===== src/rtl/alu_issue.sv =====
// rtl/alu_issue.sv - RV32I ALU decode-and-issue stage with 2-entry elastic output buffer
module alu_issue (
  input  logic        clk,
  input  logic        rst_n,
  input  logic        in_valid,
  output logic        in_ready,
  input  logic [31:0] in_instr,
  input  logic [31:0] in_rs1,
  input  logic [31:0] in_rs2,
  output logic        out_valid,
  input  logic        out_ready,
  output logic [3:0]  out_mode,
  output logic [31:0] out_a,
  output logic [31:0] out_b,
  output logic [4:0]  out_rd,
  output logic        out_illegal
);

  localparam logic [6:0] OP_R   = 7'b0110011;
  localparam logic [6:0] OP_I   = 7'b0010011;
  localparam logic [6:0] F7_STD = 7'b0000000;
  localparam logic [6:0] F7_ALT = 7'b0100000;

  localparam logic [3:0] MODE_NOP = 4'd0;
  localparam logic [3:0] MODE_ADD = 4'd1;
  localparam logic [3:0] MODE_SUB = 4'd2;
  localparam logic [3:0] MODE_AND = 4'd3;
  localparam logic [3:0] MODE_OR  = 4'd4;
  localparam logic [3:0] MODE_XOR = 4'd5;
  localparam logic [3:0] MODE_SLL = 4'd6;
  localparam logic [3:0] MODE_SRL = 4'd7;
  localparam logic [3:0] MODE_SRA = 4'd8;

  typedef enum logic [1:0] {
    S_EMPTY = 2'd0,
    S_ONE   = 2'd1,
    S_FULL  = 2'd2
  } state_t;

  // One buffered issue slot: mode, A, B, rd, illegal flag
  typedef struct packed {
    logic [3:0]  mode;
    logic [31:0] a;
    logic [31:0] b;
    logic [4:0]  rd;
    logic        illegal;
  } entry_t;

  logic [6:0] opcode;
  logic [2:0] f3;
  logic [6:0] f7;
  logic [31:0] imm;
  logic        unused_rs1_field;

  assign opcode = in_instr[6:0];
  assign f3     = in_instr[14:12];
  assign f7     = in_instr[31:25];
  assign imm    = {{20{in_instr[31]}}, in_instr[31:20]};
  // The rs1 register-number field is consumed upstream; only its value arrives here
  assign unused_rs1_field = ^in_instr[19:15];

  logic [3:0] op_mode;
  logic       op_ok;
  logic       op_shift;
  entry_t     dec;

  // Decode the instruction into an ALU mode and operands; unsupported forms become NOP/illegal
  always_comb begin
    op_mode  = MODE_NOP;
    op_ok    = 1'b0;
    op_shift = 1'b0;
    dec      = '0;
    if (opcode == OP_R || opcode == OP_I) begin
      case (f3)
        3'b000: begin
          if (opcode == OP_I || f7 == F7_STD) begin
            op_mode = MODE_ADD;
            op_ok   = 1'b1;
          end else if (f7 == F7_ALT) begin
            op_mode = MODE_SUB;
            op_ok   = 1'b1;
          end
        end
        3'b001: begin
          op_shift = 1'b1;
          if (f7 == F7_STD) begin
            op_mode = MODE_SLL;
            op_ok   = 1'b1;
          end
        end
        3'b100: begin
          if (opcode == OP_I || f7 == F7_STD) begin
            op_mode = MODE_XOR;
            op_ok   = 1'b1;
          end
        end
        3'b110: begin
          if (opcode == OP_I || f7 == F7_STD) begin
            op_mode = MODE_OR;
            op_ok   = 1'b1;
          end
        end
        3'b111: begin
          if (opcode == OP_I || f7 == F7_STD) begin
            op_mode = MODE_AND;
            op_ok   = 1'b1;
          end
        end
        3'b101: begin
          op_shift = 1'b1;
          if (f7 == F7_STD) begin
            op_mode = MODE_SRL;
            op_ok   = 1'b1;
          end else if (f7 == F7_ALT) begin
            op_mode = MODE_SRA;
            op_ok   = 1'b1;
          end
        end
        default: begin
          // SLT/SLTU have no ALU mode
          op_ok = 1'b0;
        end
      endcase
    end

    dec.rd = in_instr[11:7];
    if (op_ok) begin
      dec.mode    = op_mode;
      dec.a       = in_rs1;
      dec.illegal = 1'b0;
      if (opcode == OP_R) begin
        dec.b = op_shift ? {27'b0, in_rs2[4:0]} : in_rs2;
      end else begin
        dec.b = op_shift ? {27'b0, in_instr[24:20]} : imm;
      end
    end else begin
      dec.mode    = MODE_NOP;
      dec.a       = '0;
      dec.b       = '0;
      dec.illegal = 1'b1;
    end
  end

  state_t state, state_n;
  entry_t main_q, skid_q;
  logic   accept, pop;
  logic   load_main_dec, load_main_skid, load_skid;

  assign accept    = in_valid & in_ready;
  assign out_valid = (state != S_EMPTY);
  assign pop       = out_valid & out_ready;

  // Buffer occupancy transitions and which register loads from where
  always_comb begin
    state_n        = state;
    load_main_dec  = 1'b0;
    load_main_skid = 1'b0;
    load_skid      = 1'b0;
    case (state)
      S_EMPTY: begin
        if (accept) begin
          state_n       = S_ONE;
          load_main_dec = 1'b1;
        end
      end
      S_ONE: begin
        if (accept && pop) begin
          load_main_dec = 1'b1;
        end else if (accept) begin
          state_n   = S_FULL;
          load_skid = 1'b1;
        end else if (pop) begin
          state_n = S_EMPTY;
        end
      end
      S_FULL: begin
        if (pop) begin
          state_n        = S_ONE;
          load_main_skid = 1'b1;
        end
      end
      default: begin
        state_n = S_EMPTY;
      end
    endcase
  end

  // State register; in_ready is registered from the next state so it never depends on out_ready combinationally
  always_ff @(posedge clk or negedge rst_n) begin
    if (!rst_n) begin
      state    <= S_EMPTY;
      in_ready <= 1'b1;
    end else begin
      state    <= state_n;
      in_ready <= (state_n != S_FULL);
    end
  end

  // Main (head) register feeding the ALU
  always_ff @(posedge clk or negedge rst_n) begin
    if (!rst_n) begin
      main_q <= '0;
    end else if (load_main_dec) begin
      main_q <= dec;
    end else if (load_main_skid) begin
      main_q <= skid_q;
    end
  end

  // Skid register absorbing the one op accepted after the consumer stalls
  always_ff @(posedge clk or negedge rst_n) begin
    if (!rst_n) begin
      skid_q <= '0;
    end else if (load_skid) begin
      skid_q <= dec;
    end
  end

  assign out_mode    = main_q.mode;
  assign out_a       = main_q.a;
  assign out_b       = main_q.b;
  assign out_rd      = main_q.rd;
  assign out_illegal = main_q.illegal;

endmodule


===== config.mk =====
export PLATFORM = sky130hd
export DESIGN_NAME = alu_issue
export DESIGN_NICKNAME = d
export VERILOG_FILES = /design/src/rtl/alu_issue.sv
export SDC_FILE = /design/constraint.sdc
export NUM_CORES = 1
export LEC_CHECK = 0
export ABC_AREA = 1
export CAP_MARGIN = 15
export CORE_AREA = 2 2 121 123
export DETAILED_ROUTE_END_ITERATION = 8
export DIE_AREA = 0 0 123 125
export GPL_TIMING_DRIVEN = 1
export PLACE_DENSITY = 0.95
export SLEW_MARGIN = 20
export SYNTH_ARGS = -nofsm -noshare
export SYNTH_HDL_FRONTEND = slang
export SYNTH_SLANG_ARGS = --single-unit

===== constraint.sdc =====
create_clock -name clk -period 4.2 [get_ports clk]
set_clock_uncertainty 0.15 [all_clocks]
set_input_delay 0.84 -clock clk [delete_from_list [all_inputs] [get_ports clk]]
set_output_delay 0.84 -clock clk [all_outputs]
set_load 0.05 [all_outputs]

### Word level (Yosys, flattened, before mapping)

Index checks and enable logic that the tools add are counted.
W data, S select, Z words.

* output and inout bits: 76
* word-level logic and storage cells: 74
* flip-flop bits (word level): 151

* reduce and logical (&&, ||, !) cells: 10
* bitwise gates (word level): 2
* muxes and demuxes: 39
* eq/ne operators: 11

Operators by type and width (number)
* $mux W74: 2
* $mux W32: 3
* $mux W68: 1
* $pmux W4 S6: 1
* $mux W2: 8
* $mux W1: 15
* $eq A7 B6 Y1 const B: 2
* $eq A3 B3 Y1 const B: 4
* $mux W4: 3
* $mux W3: 3
* $eq A7 B5 Y1 const B: 1
* $logic_not A7 Y1: 1
* $pmux W2 S3: 1
* $pmux W1 S4: 1
* $reduce_bool A2 Y1: 2
* $eq A3 B1 Y1 const B: 1
* $logic_not A3 Y1: 1
* $reduce_or A3 Y1: 1
* $and A1 B1 Y1: 2
* $eq A2 B1 Y1 const B: 1
* $eq A2 B2 Y1 const B: 1
* $logic_not A2 Y1: 1
* $logic_or A1 B1 Y1: 2
* $ne A2 B2 Y1 const B: 1
* 3 further kinds: 3

### Logic depth before layout (Yosys ltp)

Gate-level depths: netlist of the first run.

* word-level depth: 8
* mapped depth: 13
* gate-level depth less buffers: 12

### Least setup slack after synthesis of the first run

Ideal clock, no wire load.

* path kind: in2reg
* from: input port in_instr[2]
* to: register skid_q[17] in the netlist's numbering
* library setup time: 0.117 ns
* path slack: 1.996 ns
* arrival: 1.936 ns
* path buffers: 1
* stages on the path: 13
* path through: inv_2 > nand2_2 > nor2_8 > nand2_2 > nand2_2 > nand2_2 > nand2_1 > nand2_1 > buf_2 > nand2_1 > nor2_4 > nand2_1 > nand2_1

* cells in the longest elaborated chain, start to end: 6
* elaborated cells between the ends (all ways): 13
* those cells by class: eq/ne: 2; mux: 9; reduce/logical: 2

Ends and longest elaborated chain
* start: declaration: RTL line 7 `input logic [31:0] in_instr,`
* $eq A7 B5 Y1 or $eq A7 B6 Y1 (tied branches)
* $logic_or A1 B1 Y1 (on tied branches)
* $mux W1 (on tied branches)
* $pmux W1 S4, or another cell as far along: RTL line 74 `case (f3)`
* $mux W1 or $mux W32 (tied branches): RTL line 73, 131
* $mux W68 (*): RTL line 127 `if (op_ok) begin`
* end signal: assignment: RTL line 213 `skid_q <= '0;`
* end signal: assignment: RTL line 215 `skid_q <= dec;`
* end: declaration: RTL line 145 `entry_t main_q, skid_q;`

Every way passes the cells marked *; elsewhere a longest branch is shown, timed or not.
A chain may end at the register's enable or synchronous reset.

### Worst setup path in the final report of the first run

* from: input port in_instr[2]
* to: register skid_q[21] in the netlist's numbering

The elaborated chain is that of the path after synthesis.

==> results of run 1 <==
-- state kept, by name, summed over array words and instances, names as in the netlist --
name	flops
out_illegal	1
out_a	32
in_ready	1
state	2
skid_q	74
out_mode	4
out_rd	5
out_b	32
-- per-stage QoR --
| stage | cell area, um^2 | hold WS, ns | utilization |
|---|---|---|---|
| final | 10100 | 0.241 | 0.713 |
| after global routing | 10100 | 0.296 | 0.713 |
| after CTS | 10100 | 0.287 | 0.713 |
| after detailed placement | 9450 | 0.309 | 0.666 |
| after global placement | 9450 | 0.303 | 0.666 |
| after floorplan | 7650 | 0.292 | - |
-- cell families after synthesis --
kind of cell | after synthesis
buf+inv | 185
compound gates | 73
simple gates | 607
flops | 151
-- metal layers --
metal | track usage | up-vias
met5 | 0 | -
met4 | 0.0983 | 0
met3 | 0.0484 | 28
met2 | 0.458 | 284
met1 | 0.350 | 3313
li1 | - | 3377
-- final cells by class --
class	count	area, um^2	share of cell area
Timing Repair Buffer	179	1810	0.179
Clock buffer	19	453	0.0447
Inverter	131	492	0.0486
Clock inverter	13	216	0.0214
Multi-Input combinational cell	680	3140	0.311
Tap cell	184	230	0.0227
Sequential cell	151	3780	0.373
-- power groups by stage --
stage          clock, mW  combinational (mW)  sequential [mW]
5_1_grt             1.80               0.881             1.57
2_1_floorplan          0               0.373             1.69
3_3_place_gp           0               0.798             1.58
3_5_place_dp           0               0.811             1.58
4_1_cts             1.73               0.815             1.56
6_report            1.72               0.810             1.56
-- placed cells by master (no fill, tap or decap), types with 2 or more instances in the layout --
cell / n
nand3_1: 36
inv_1: 121
nand4_1: 9
o21ai_0: 9
bufinv_16: 5
nor2_2: 11
clkbuf_8: 2
clkinv_4: 5
dfrtp_1: 150
nor2_1: 53
a22o_1: 59
nand2_1: 472
buf_4: 6
nor2_4: 15
a31oi_1: 2
clkbuf_16: 17
inv_2: 6
nand2_2: 8
clkinv_1: 4
buf_12: 3
inv_6: 2
clkdlybuf4s50_1: 169
-- path summary, 6_finish.rpt --
| path | to | slack [ns] | cells after the start |
|---|---|---|---|
| hold reg to reg | skid_q[2] | 0.33 | 2 |
| setup / recovery | skid_q[21] | 1.11 | 13 |
| min in group clk | skid_q[2] | 0.33 | 2 |
| max in group asynchronous | skid_q[55] | 2.79 | 2 |
| hold / removal | out_b[2] | 0.24 | 1 |
| setup reg to reg | out_mode[3] | 1.92 | 9 |
==> results.cfg, run 1 <==
[cts]
clk_latency_ns = 0.42
cts_inserted_buffers = 17
post-cts-setup-buffers = 0
cts_resized = 0
cts_hold_buf = 0
cts_tree = yes
cts_root_buf = clkbuf_16
clk_pin_slew_ns = 0.06
clock_path_buffers = 2
clock-sinks = 151
cts_htree_levels = 4

[pwr]
power_switching_mw = 1.24
max-vdd-ir-drop_uv = 260
pwr-share-seq = 0.381
power.leakage_nw = 5.40
combPwrFrac = 0.198
power.internal_mw = 2.85
fin_total_pwr_mw = 4.08
power_frac_clock = 0.420
power_switching_share = 0.303
power_density_nw_per_um2 = 403

[setup_path]
startpoint = in_instr[2]
slowest_delay_ns = 0.57
end_kind = flop
reg2reg_from = in_ready
path_cells = clkdlybuf4s50_1 -> inv_2 -> nand2_2 -> nor2_8 -> nand2_2 -> nand2_2 -> nand2_2 -> nand2_1 -> nand2_1 -> nand2_1 -> nor2_4 -> nand2_1 -> nand2_1
crit_buf_inv = 2
crit_required_ns = 4.41
critPathTopFamily = simple AND/OR/NAND/NOR gates
crit_arrival_ns = 3.30
cp-start-kind = input pin
critical_path_class = in2reg
critPathSlowestCell = nand2_1
cp_common_cell = nand2_1
path_max_fanout = 21

[logic_synthesis]
syn_inst = 1016
yosys.area_share.adder = 0
synth_top_family_by_area = simple AND/OR/NAND/NOR gates
seq_area_frac_synth = 0.494
synth_common_cells = 472 x nand2_1, 150 x dfrtp_1, 121 x inv_1, 59 x a22o_1, 54 x nor2_1
synth_top_cell_by_area = dfrtp_1
synth_edf_count = 0
syn-num-nets = 1116
synth_warnings = 0
asyncSetResetFlopFracSynth = 1.00
synth-seq-cells = 151
yosysMostFrequentCell = nand2_1
yosys.area_share.simple = 0.330
synth_compound_area_frac = 0.0785
synth_area_um2 = 7650
synth_xor_xnor_area_share = 0
ys_top_cells_by_area = dfrtp_1 49%, nand2_1 23%, a22o_1 6.8%, inv_1 5.9%, nor2_1 2.7%
muxShareOfSynthArea = 0
synth_top_area_share = 0.491
synth_cell_types = 25
synthFlopType = dfrtp_1
syn_avg_cell_area_um2 = 7.53

[detailed_routing]
wl_met2_mm = 9.79
drc = 0
dr.pass1.iters = 5
highest_layer = met4
wl_met3_mm = 1.35
first_iter_violations = 576
viasPerCell = 5.16
drtAntennaViolNets = 0
wire_per_inst_um = 14.5
met1Wirelength_mm = 8.20
vias = 7002
wirelength_mm = 19.7

[placed_design]
place_inst = 1325
dpl.hpwl_mm = 11.9
gp_congestion = 0.898
numPortBuffers = 170
place_ws_ns = 0.646

[sta]
finalHoldViolations = 0
worst_pin_slew_ns = 1.01
maxSlewViolCount = 0
max_freq_ghz = 0.323
min_period_ns = 3.09
slew_headroom = 0.324
rsz0062_at_grt = no
setup_violations = 0
setup_ws_ns = 1.11
finalCritPeriodShare = 0.737
fin_tns_setup_ns = 0

[global_route]
grt_pass1_wl_mm = 33.4
grt_max_degree = 84
grtUsageTotal = 0.272
antenna_found_initial = 0
grt_pass1_vias = 7030
grt_overflow_total = 0

[layout]
num_antenna_cells = 0
drive_above_1_share = 0.0733
final_cells = 1357
num-nets-final = 1260
n_fill_cell = 1088
syn_to_final_growth_pct = 32.4

[die]
rows = 44
die_area_um2 = 15400
die_h_um = 125
initial_core_util = 0.538
io-pin-count = 176
coreArea_um2 = 14200
die_x_um = 123

[outcome]
status = finished clean

[flow_run]
drv_cap = 0

[min_path]
hold_class = in2async
(Power assumes the default switching activity.)
==> run 2: changes to the inputs <==
--- a/config.mk
+++ b/config.mk
@@ -7,11 +7,11 @@
 export LEC_CHECK = 0
 export ABC_AREA = 1
 export CAP_MARGIN = 15
-export CORE_AREA = 2 2 121 123
+export CORE_AREA = 2 2 126 128
 export DETAILED_ROUTE_END_ITERATION = 8
-export DIE_AREA = 0 0 123 125
+export DIE_AREA = 0 0 128 130
 export GPL_TIMING_DRIVEN = 1
-export PLACE_DENSITY = 0.95
+export PLACE_DENSITY = 0.9
 export SLEW_MARGIN = 20
 export SYNTH_ARGS = -nofsm -noshare
 export SYNTH_HDL_FRONTEND = slang
==> constraint.sdc (replaced) <==
create_clock -name clk -period 3 [get_ports clk]
set_clock_uncertainty 0.15 [all_clocks]
set_input_delay 0.6 -clock clk [delete_from_list [all_inputs] [get_ports clk]]
set_output_delay 0.6 -clock clk [all_outputs]
set_load 0.05 [all_outputs]
==> run 2 against run 1 <==
Worst hold slack got worse by 0.24 ns; final cell count increased by 1.4%; setup slack got worse by 0.63 ns; total power increased by 35%; sequential share of layout area decreased by 0.23 points; final area increased by 0.63%; die area increased by 8.2%; critical path depth decreased by 10; combinational power increased by 44%; clock power increased by 25%; core utilization decreased by 5.2 points; largest cell class unchanged.
==> results.cfg, run 2 (same netlist as run 1, synthesis figures left out) <==
[outcome]
status = finished clean

[placed_design]
dpl.hpwl_mm = 12.8
gp_congestion = 0.894
numPortBuffers = 170

[detailed_routing]
viasPerCell = 5.05
dr.pass1.iters = 5
wirelength_mm = 19.6
first_iter_violations = 515
drc = 0
wire_per_inst_um = 14.3
vias = 6946
drtAntennaViolNets = 0

[global_route]
grt_max_degree = 77
grtUsageTotal = 0.245
grt_pass1_wl_mm = 32.4
grt_pass1_vias = 6715
grt_overflow_total = 0
antenna_found_initial = 0

[layout]
syn_to_final_growth_pct = 33.2
drive_above_1_share = 0.0819
n_fill_cell = 1225
largest_reg_flops = 74
num_antenna_cells = 0
largest_register = skid_q
final_cell_mix = 472 x nand2_1, 169 x clkdlybuf4s50_1, 150 x dfrtp_1, 121 x inv_1, 59 x a22o_1
final_common_cell = nand2_1
num-nets-final = 1271

[sta]
finalHoldViolations = 0
setup_violations = 0
fin_tns_setup_ns = 0
finalCritPeriodShare = 0.842
maxSlewViolCount = 0
max_freq_ghz = 0.396
min_period_ns = 2.52
rsz0062_at_grt = no
slew_headroom = 0.584
worst_pin_slew_ns = 0.624

[setup_path]
path_cells = nor2_1 -> inv_1 -> clkdlybuf4s50_1
crit_buf_inv = 2
path_max_fanout = 4
reg2reg_from = state[0]
r2r_setup_slack_ns = 1.08
crit_arrival_ns = 1.77
cp.depth = 3
critPathSlowestCell = clkdlybuf4s50_1
critical_path_class = reg2out
worst_r2r_path_depth = 8
reg2reg_to = out_a[21]
slowest_delay_ns = 0.81
crit_required_ns = 2.25
critPathTopFamily = buffers and inverters
startpoint = state[1]
end_kind = output pin
cp-start-kind = flop

[cts]
clock_path_buffers = 2
clk_latency_ns = 0.42
clk_pin_slew_ns = 0.07
cts_resized = 0
cts_hold_buf = 0
cts_root_buf = clkbuf_16
clock-sinks = 151
cts_inserted_buffers = 17
post-cts-setup-buffers = 0
cts_htree_levels = 4
cts_tree = yes

[die]
initial_core_util = 0.496
coreArea_um2 = 15400
die_h_um = 130
io-pin-count = 176
rows = 46
die_x_um = 128
die_area_um2 = 16600

[min_path]
hold_class = in2async

[flow_run]
drv_cap = 0

[pwr]
power.leakage_nw = 5.43
power_density_nw_per_um2 = 540
max-vdd-ir-drop_uv = 449
fin_total_pwr_mw = 5.50
## run 2: worst max path at each step
stage	to	slack, ns
3_5_place_dp	skid_q[43]	0.33
4_1_cts	out_valid	0.48
2_1_floorplan	out_mode[2]	0.93
5_1_grt	out_valid	0.44
6_report	out_valid	0.48
3_3_place_gp	skid_q[41]	0.37
## run 2: area by class of cell
class                      instances  area (um^2)  share of cell area
inverter                         131          492              0.0483
tap                              192          240              0.0236
multi-input combinational        680         3140               0.309
timing repair buffer             190         1940               0.190
clock inverter                    15          165              0.0162
sequential                       151         3780               0.371
clock buffer                      17          425              0.0418
## run 2: worst register-to-register path: cells and delay by family, from the launching register on
| kind | cells | cell delay [ns] |
|---|---|---|
| and+or+nand+nor | 4 | 0.72 |
| buffers and inverters | 3 | 0.39 |
| DFF | 1 | 0.38 |
| AOI/OAI and AO/OA | 1 | 0.23 |
## run 2: power by group
part	switching, mW	internal (mW)
combinational	0.807	0.364
sequential	0.0534	2.13
clock	0.901	1.25
total	1.76	3.74
## run 2: metrics by stage
step                      cells  worst slack [ns]  area [um^2]  hold WS [ns]  utilization
after floorplan            1016             0.931         7650         0.154            -
after global placement     1344             0.366         9600         0.305        0.622
after detailed placement   1344             0.329         9600         0.313        0.622
after CTS                  1376             0.478        10200        0.0351        0.660
after global routing       1376             0.435        10200        0.0527        0.660
final                      1376             0.475        10200       0.00298        0.660
## run 2: per-layer routing
layer  track usage  wire (um)  up-vias
met5             0          0        -
met4         0.103        601        0
met3        0.0410        954       43
met1         0.320       8430     3248
li1              -          -     3410
met2         0.409       9640      245
==> patch 1: new RTL, flow settings as in run 2 <==
The 3 states of `state_t` get a one-hot encoding in 3 bits.
--- a/src/rtl/alu_issue.sv
+++ b/src/rtl/alu_issue.sv
@@ -31,10 +31,10 @@
   localparam logic [3:0] MODE_SRL = 4'd7;
   localparam logic [3:0] MODE_SRA = 4'd8;
 
-  typedef enum logic [1:0] {
-    S_EMPTY = 2'd0,
-    S_ONE   = 2'd1,
-    S_FULL  = 2'd2
+  typedef enum logic [2:0] {
+    S_EMPTY = 3'b001,
+    S_ONE   = 3'b010,
+    S_FULL  = 3'b100
   } state_t;
 
   // One buffered issue slot: mode, A, B, rd, illegal flag
Behaviour: no difference found for any inputs over 4 cycles, from zero or initial values and one cycle with rst_n low; so few cycles prove little.
==> patch 1 against run 2 <==
The flow now finishes with violations (hold timing). Wire length about the same. Global-route usage down 0.10 points. Synthesized area about the same. Worst setup slack worse by 0.14 ns. First-iteration DRC count down 1.2%. Highest routed layer is now met5. Sequential cell count up 1. Sequential share of layout area up 0.86 points. Cell area down 1.6%.
Power is not compared: it rests on default switching activity, and its combinational part moved more than twofold at a synthesized area within 25%.
==> patch 1: results (changes against run 2) <==
Parameter                              Value

Placement
  Quantity of I/O buffers inserted on ports ... 170 (unchanged)
  RD Place Congestion ... 0.832 (was 0.894)
  Detailed Place HPWL ... 12200 um (was 12800 um)
  Number of placed cells counting well taps ... 1366 (was 1344)
  Setup slack after placement ... 0.245 ns (was 0.329 ns)

Critical path
  Worst reg-to-reg path cell count ... 9 (was 8)
  Arrival time of data at the critical path endpoint ... 1.91 ns (was 1.77 ns)
  Worst Path Max Fanout ... 5 (was 4)
  Setup slack, reg-to-reg ... 0.70 ns (was 1.08 ns)

STA
  Hold Slack ... -0.00102 ns (was 0.00298 ns)
  Final hold vios ... 1 (was 0)
  Post-route worst setup slack ... 0.339 ns (was 0.475 ns)
  Transition time at the pin with the least slew margin ... 0.870 ns (was 0.624 ns)

GRT
  Total Routing Usage GR ... 0.244 (was 0.245)
  Largest net degree at the start of global routing ... 104 (was 77)
  Via count of the first global-routing pass ... 6832 (was 6715)
  Global-route wire length before repair ... 32200 um (was 32400 um)
  Antenna violations before repair ... 1 (was 0)

Pwr
  Switch Pwr ... 3.52 mW
  Worst IR Drop VDD ... 0.000491 V
  Leakage component of the power ... 5.05 nW

Route
  Detailed Routing Iterations Pass 1 ... 5 (unchanged)
  Initial DRC Count ... 509 (was 515)
  Routed wire length ... 19600 um (about the same)
  Vias ... 7220 (was 6946)
  Routed length per instance ... 14.0 um (was 14.3 um)

Final layout
  Number of flip-flops in the largest register ... 74 (unchanged)
  Fillcell total ... 1286 (was 1225)
  Nets ... 1293 (was 1271)
  Proportion of layout cells with a drive suffix above 1 ... 0.0804 (was 0.0819)

Logic synthesis
  Post-synthesis cell type count ... 25 (unchanged)
  Cell count after synthesis ... 1052 (was 1016)
  Dominant cells by area after synthesis ... sky130_fd_sc_hd__dfrtp_1 (49%), sky130_fd_sc_hd__nand2_1 (26%), sky130_fd_sc_hd__nor2_1 (4.2%), sky130_fd_sc_hd__nand3_1 (3.5%), sky130_fd_sc_hd__o21ai_0 (3.1%) (was sky130_fd_sc_hd__dfrtp_1 (49%), sky130_fd_sc_hd__nand2_1 (23%), sky130_fd_sc_hd__a22o_1 (6.8%), sky130_fd_sc_hd__inv_1 (5.9%), sky130_fd_sc_hd__nor2_1 (2.7%))
  Mapped Nets ... 1152 (was 1116)
  Sequential share of the synthesized area ... 0.498 (was 0.494)
  Post-synth top area share ... 0.491 (about the same)
  Async set-reset flop share out of synthesis ... 1.00 (unchanged)
  Most numerous cell types in the synthesized netlist ... sky130_fd_sc_hd__nand2_1 (520), sky130_fd_sc_hd__dfrtp_1 (150), sky130_fd_sc_hd__nor2_1 (86) (was sky130_fd_sc_hd__nand2_1 (472), sky130_fd_sc_hd__dfrtp_1 (150), sky130_fd_sc_hd__inv_1 (121))

Run status
  Failing checks ... hold timing
  Outcome ... complete, but fails checks (was completed)

CTS
  CTS H-tree lvls ... 4 (unchanged)
[patch 1: changes by cell type after synthesis, moves of 15 or more]
cell / delta
sky130_fd_sc_hd__inv_1: -88
sky130_fd_sc_hd__a22o_1: -59
sky130_fd_sc_hd__nand2_1: +48
sky130_fd_sc_hd__o21ai_0: +39
sky130_fd_sc_hd__a21oi_1: +35
sky130_fd_sc_hd__nor2_1: +32
sky130_fd_sc_hd__clkbuf_1: -19
sky130_fd_sc_hd__nand3_1: +17
sky130_fd_sc_hd__nor2_2: +15
[patch 1: layout make-up]
type | instances | share of cell area
Clock buffer | 20 | 0.0465
Clock inverter | 12 | 0.0149
Inverter | 41 | 0.0154
Multi-Input combinational cell | 797 | 0.336
Sequential cell | 152 | 0.380
Tap cell | 192 | 0.0240
Timing Repair Buffer | 184 | 0.184
[patch 1: per-stage QoR]
stage / area, sq um / utilization
floorplan: 7640 / -
global placement: 9410 / 0.610
detailed placement: 9410 / 0.610
CTS: 10000 / 0.650
global route: 10000 / 0.650
finish: 10000 / 0.650
[patch 1: critical path, stage by stage (launching register included)]
cell and delay, ns:
sky130_fd_sc_hd__dfstp_2 0.53, sky130_fd_sc_hd__nand3_1 0.18, sky130_fd_sc_hd__clkdlybuf4s50_1 0.78
[patch 1: final timing paths]
path / end / from
max reg2reg: out_mode[3] / state[0]
max in group asynchronous: skid_q[0] / rst_n
max: out_valid / state[0]
min in group clk: skid_q[22] / skid_q[22]
min reg2reg: skid_q[22] / skid_q[22]
min: out_a[14] / rst_n
[patch 1: power by group through the flow]
stage | logic (mW) | registers [mW] | clock network (mW)
floorplan | 1.22 | 4.00 | 0
global placement | 3.60 | 2.74 | 0
detailed placement | 3.67 | 2.76 | 0
CTS | 3.68 | 2.73 | 2.23
global route | 3.94 | 2.77 | 2.31
finish | 3.67 | 2.73 | 2.20
[patch 1: layer usage]
metal,track usage,vias up,wire [um]
li1,-,3536,-
met2,0.403,316,9480
met4,0.0886,2,368
met5,0,-,13
met3,0.0558,42,1680
met1,0.318,3324,8080
[patch 1: cell families after synthesis]
group | synth area share
flip-flops | 0.498
buffers and inverters | 0.0629
AO/OA/AOI/OAI | 0.0636
AND/OR/NAND/NOR | 0.374
multiplexers | 0.00131
==> patch 2: new RTL, flow settings as in run 2 <==
Made on the original files. Make the reset (`rst_n`) synchronous in 3 clocked blocks.
--- a/src/rtl/alu_issue.sv
+++ b/src/rtl/alu_issue.sv
@@ -186,7 +186,7 @@
   end
 
   // State register; in_ready is registered from the next state so it never depends on out_ready combinationally
-  always_ff @(posedge clk or negedge rst_n) begin
+  always_ff @(posedge clk) begin
     if (!rst_n) begin
       state    <= S_EMPTY;
       in_ready <= 1'b1;
@@ -197,7 +197,7 @@
   end
 
   // Main (head) register feeding the ALU
-  always_ff @(posedge clk or negedge rst_n) begin
+  always_ff @(posedge clk) begin
     if (!rst_n) begin
       main_q <= '0;
     end else if (load_main_dec) begin
@@ -208,7 +208,7 @@
   end
 
   // Skid register absorbing the one op accepted after the consumer stalls
-  always_ff @(posedge clk or negedge rst_n) begin
+  always_ff @(posedge clk) begin
     if (!rst_n) begin
       skid_q <= '0;
     end else if (load_skid) begin
Function: differs if rst_n is asserted again (counterexample within 4 cycles, from zero or initial values and one cycle with rst_n low); with rst_n held inactive, the same outputs for 4 cycles.
==> patch 2 against run 2 <==
Die area stayed put. Hold slack better by 0.31 ns. Cell area is 6.6% lower. Sequential cell count stayed put. Synthesized cell count is 2.6% lower. Synthesized area is 7.9% lower. Wire length is 1.7% higher. Total power is 3.3% higher. Cell count is 3.7% lower. Register-to-register slack worse by 0.05 ns. Worst setup slack worse by 0.043 ns. Largest power group is now clock.
==> patch 2: results (changes against run 2) <==
Parameter                              Value

Logic synthesis
  Sequential share of the synthesized area ... 0.429 (was 0.494)
  Async set-reset flop share out of synthesis ... 0 (was 1.00)
  Compound-gate portion of the synthesized area ... 0.192 (was 0.0785)
  Cell count after synthesis ... 990 (was 1016)
  Dominant cells by area after synthesis ... sky130_fd_sc_hd__dfxtp_1 (43%), sky130_fd_sc_hd__nand2_1 (16%), sky130_fd_sc_hd__a21oi_1 (13%), sky130_fd_sc_hd__nand3_1 (7.5%), sky130_fd_sc_hd__o21ai_0 (5.0%) (was sky130_fd_sc_hd__dfrtp_1 (49%), sky130_fd_sc_hd__nand2_1 (23%), sky130_fd_sc_hd__a22o_1 (6.8%), sky130_fd_sc_hd__inv_1 (5.9%), sky130_fd_sc_hd__nor2_1 (2.7%))

Critical path
  Longest individual stage delay on the worst path ... 0.84 ns (was 0.81 ns)
  Launch point of the worst reg-to-reg path ... state[1] (was state[0])
  Setup slack, reg-to-reg ... 1.03 ns (was 1.08 ns)
  Worst reg-to-reg path cell count ... 9 (was 8)
  Arrival time of data at the critical path endpoint ... 1.82 ns (was 1.77 ns)

Final layout
  Nets ... 1220 (was 1271)
  Proportion of layout cells with a drive suffix above 1 ... 0.0944 (was 0.0819)

Placement
  Detailed Place HPWL ... 12600 um (was 12800 um)
  Setup slack after placement ... 0.245 ns (was 0.329 ns)
  Placement-stage cell area ... 0.00888 sq mm (was 0.00960 sq mm)
  RD Place Congestion ... 0.826 (was 0.894)

Pwr
  Logic gate share of total power ... 0.203 (was 0.213)
  Leakage component of the power ... 3.66 nW (was 5.43 nW)

GRT
  Global-route wire length before repair ... 31900 um (was 32400 um)
  Via count of the first global-routing pass ... 6676 (was 6715)
  Antenna violations before repair ... 1 (was 0)
  Largest net degree at the start of global routing ... 71 (was 77)
  Total Routing Usage GR ... 0.238 (was 0.245)

Route
  Routed wire length ... 20000 um (was 19600 um)
  Detailed Routing Iterations Pass 1 ... 7 (was 5)
  Post-DR vias/cell ... 5.45 (was 5.05)

Run status
  Outcome ... completed (unchanged)

Hold path
  Path category of the worst min-delay check ... reg2reg (was in2async)

STA
  Remaining max-slew budget at the tightest pin ... 0.625 (was 0.584)
  Hold Slack ... 0.310 ns (was 0.00298 ns)
  Post-route worst setup slack ... 0.432 ns (was 0.475 ns)

CTS
  Clock transition at the registers of the reported paths ... 0.05 ns (was 0.07 ns)
-- patch 2: cell types whose count changed in the layout (fill, tap and decap cells not counted), sizes merged, moves of 7 or more --
cell / run 2 / this run
inv: 134 / 23
dfxtp: 0 / 151
nand4: 9 / 1
a22o: 59 / 0
clkbuf: 17 / 24
dfrtp: 150 / 0
a21oi: 0 / 187
nor2: 80 / 17
nand2: 481 / 301
nand3: 37 / 136
o21ai: 9 / 73
-- patch 2: worst max path at each step --
stage                  from    endpoint  cells past startpoint
5_1_grt            state[0]   out_valid                      2
2_1_floorplan      state[0]  skid_q[46]                      8
3_5_place_dp   in_instr[13]  skid_q[21]                     12
3_3_place_gp   in_instr[13]   out_b[16]                     12
6_report           state[0]   out_valid                      2
4_1_cts            state[0]   out_valid                      2
-- patch 2: kinds of logic (layout without fill, tap and decap cells) --
logic type,after synthesis,after routing
AOI/OAI and AO/OA,267,267
buffers and inverters,108,251
DFF,151,151
and+or+nand+nor,464,464
-- patch 2: layer usage --
layer,vias up,GRT usage,part of all wire
met3,33,0.0570,0.079
met1,3314,0.294,0.42
li1,3588,-,-
met4,0,0.0931,0.021
met5,-,0,0
met2,289,0.404,0.48
-- patch 2: worst register-to-register path: cells and delay by family (launching register included) --
kind	cells	cell delay, ns
buffers and inverters	3	0.50
AOI/OAI and AO/OA	1	0.16
and+or+nand+nor	5	0.74
DFF	1	0.35
-- patch 2: area by class of cell --
| cell class | instances | area (sq um) |
|---|---|---|
| clock buffers | 24 | 492 |
| clock inverters | 8 | 143 |
| fillers | 1332 | 5910 |
| inverters | 23 | 88.8 |
| multi-input cells | 731 | 3510 |
| flip-flops and latches | 151 | 3020 |
| well taps | 192 | 240 |
| repair buffers | 196 | 2020 |
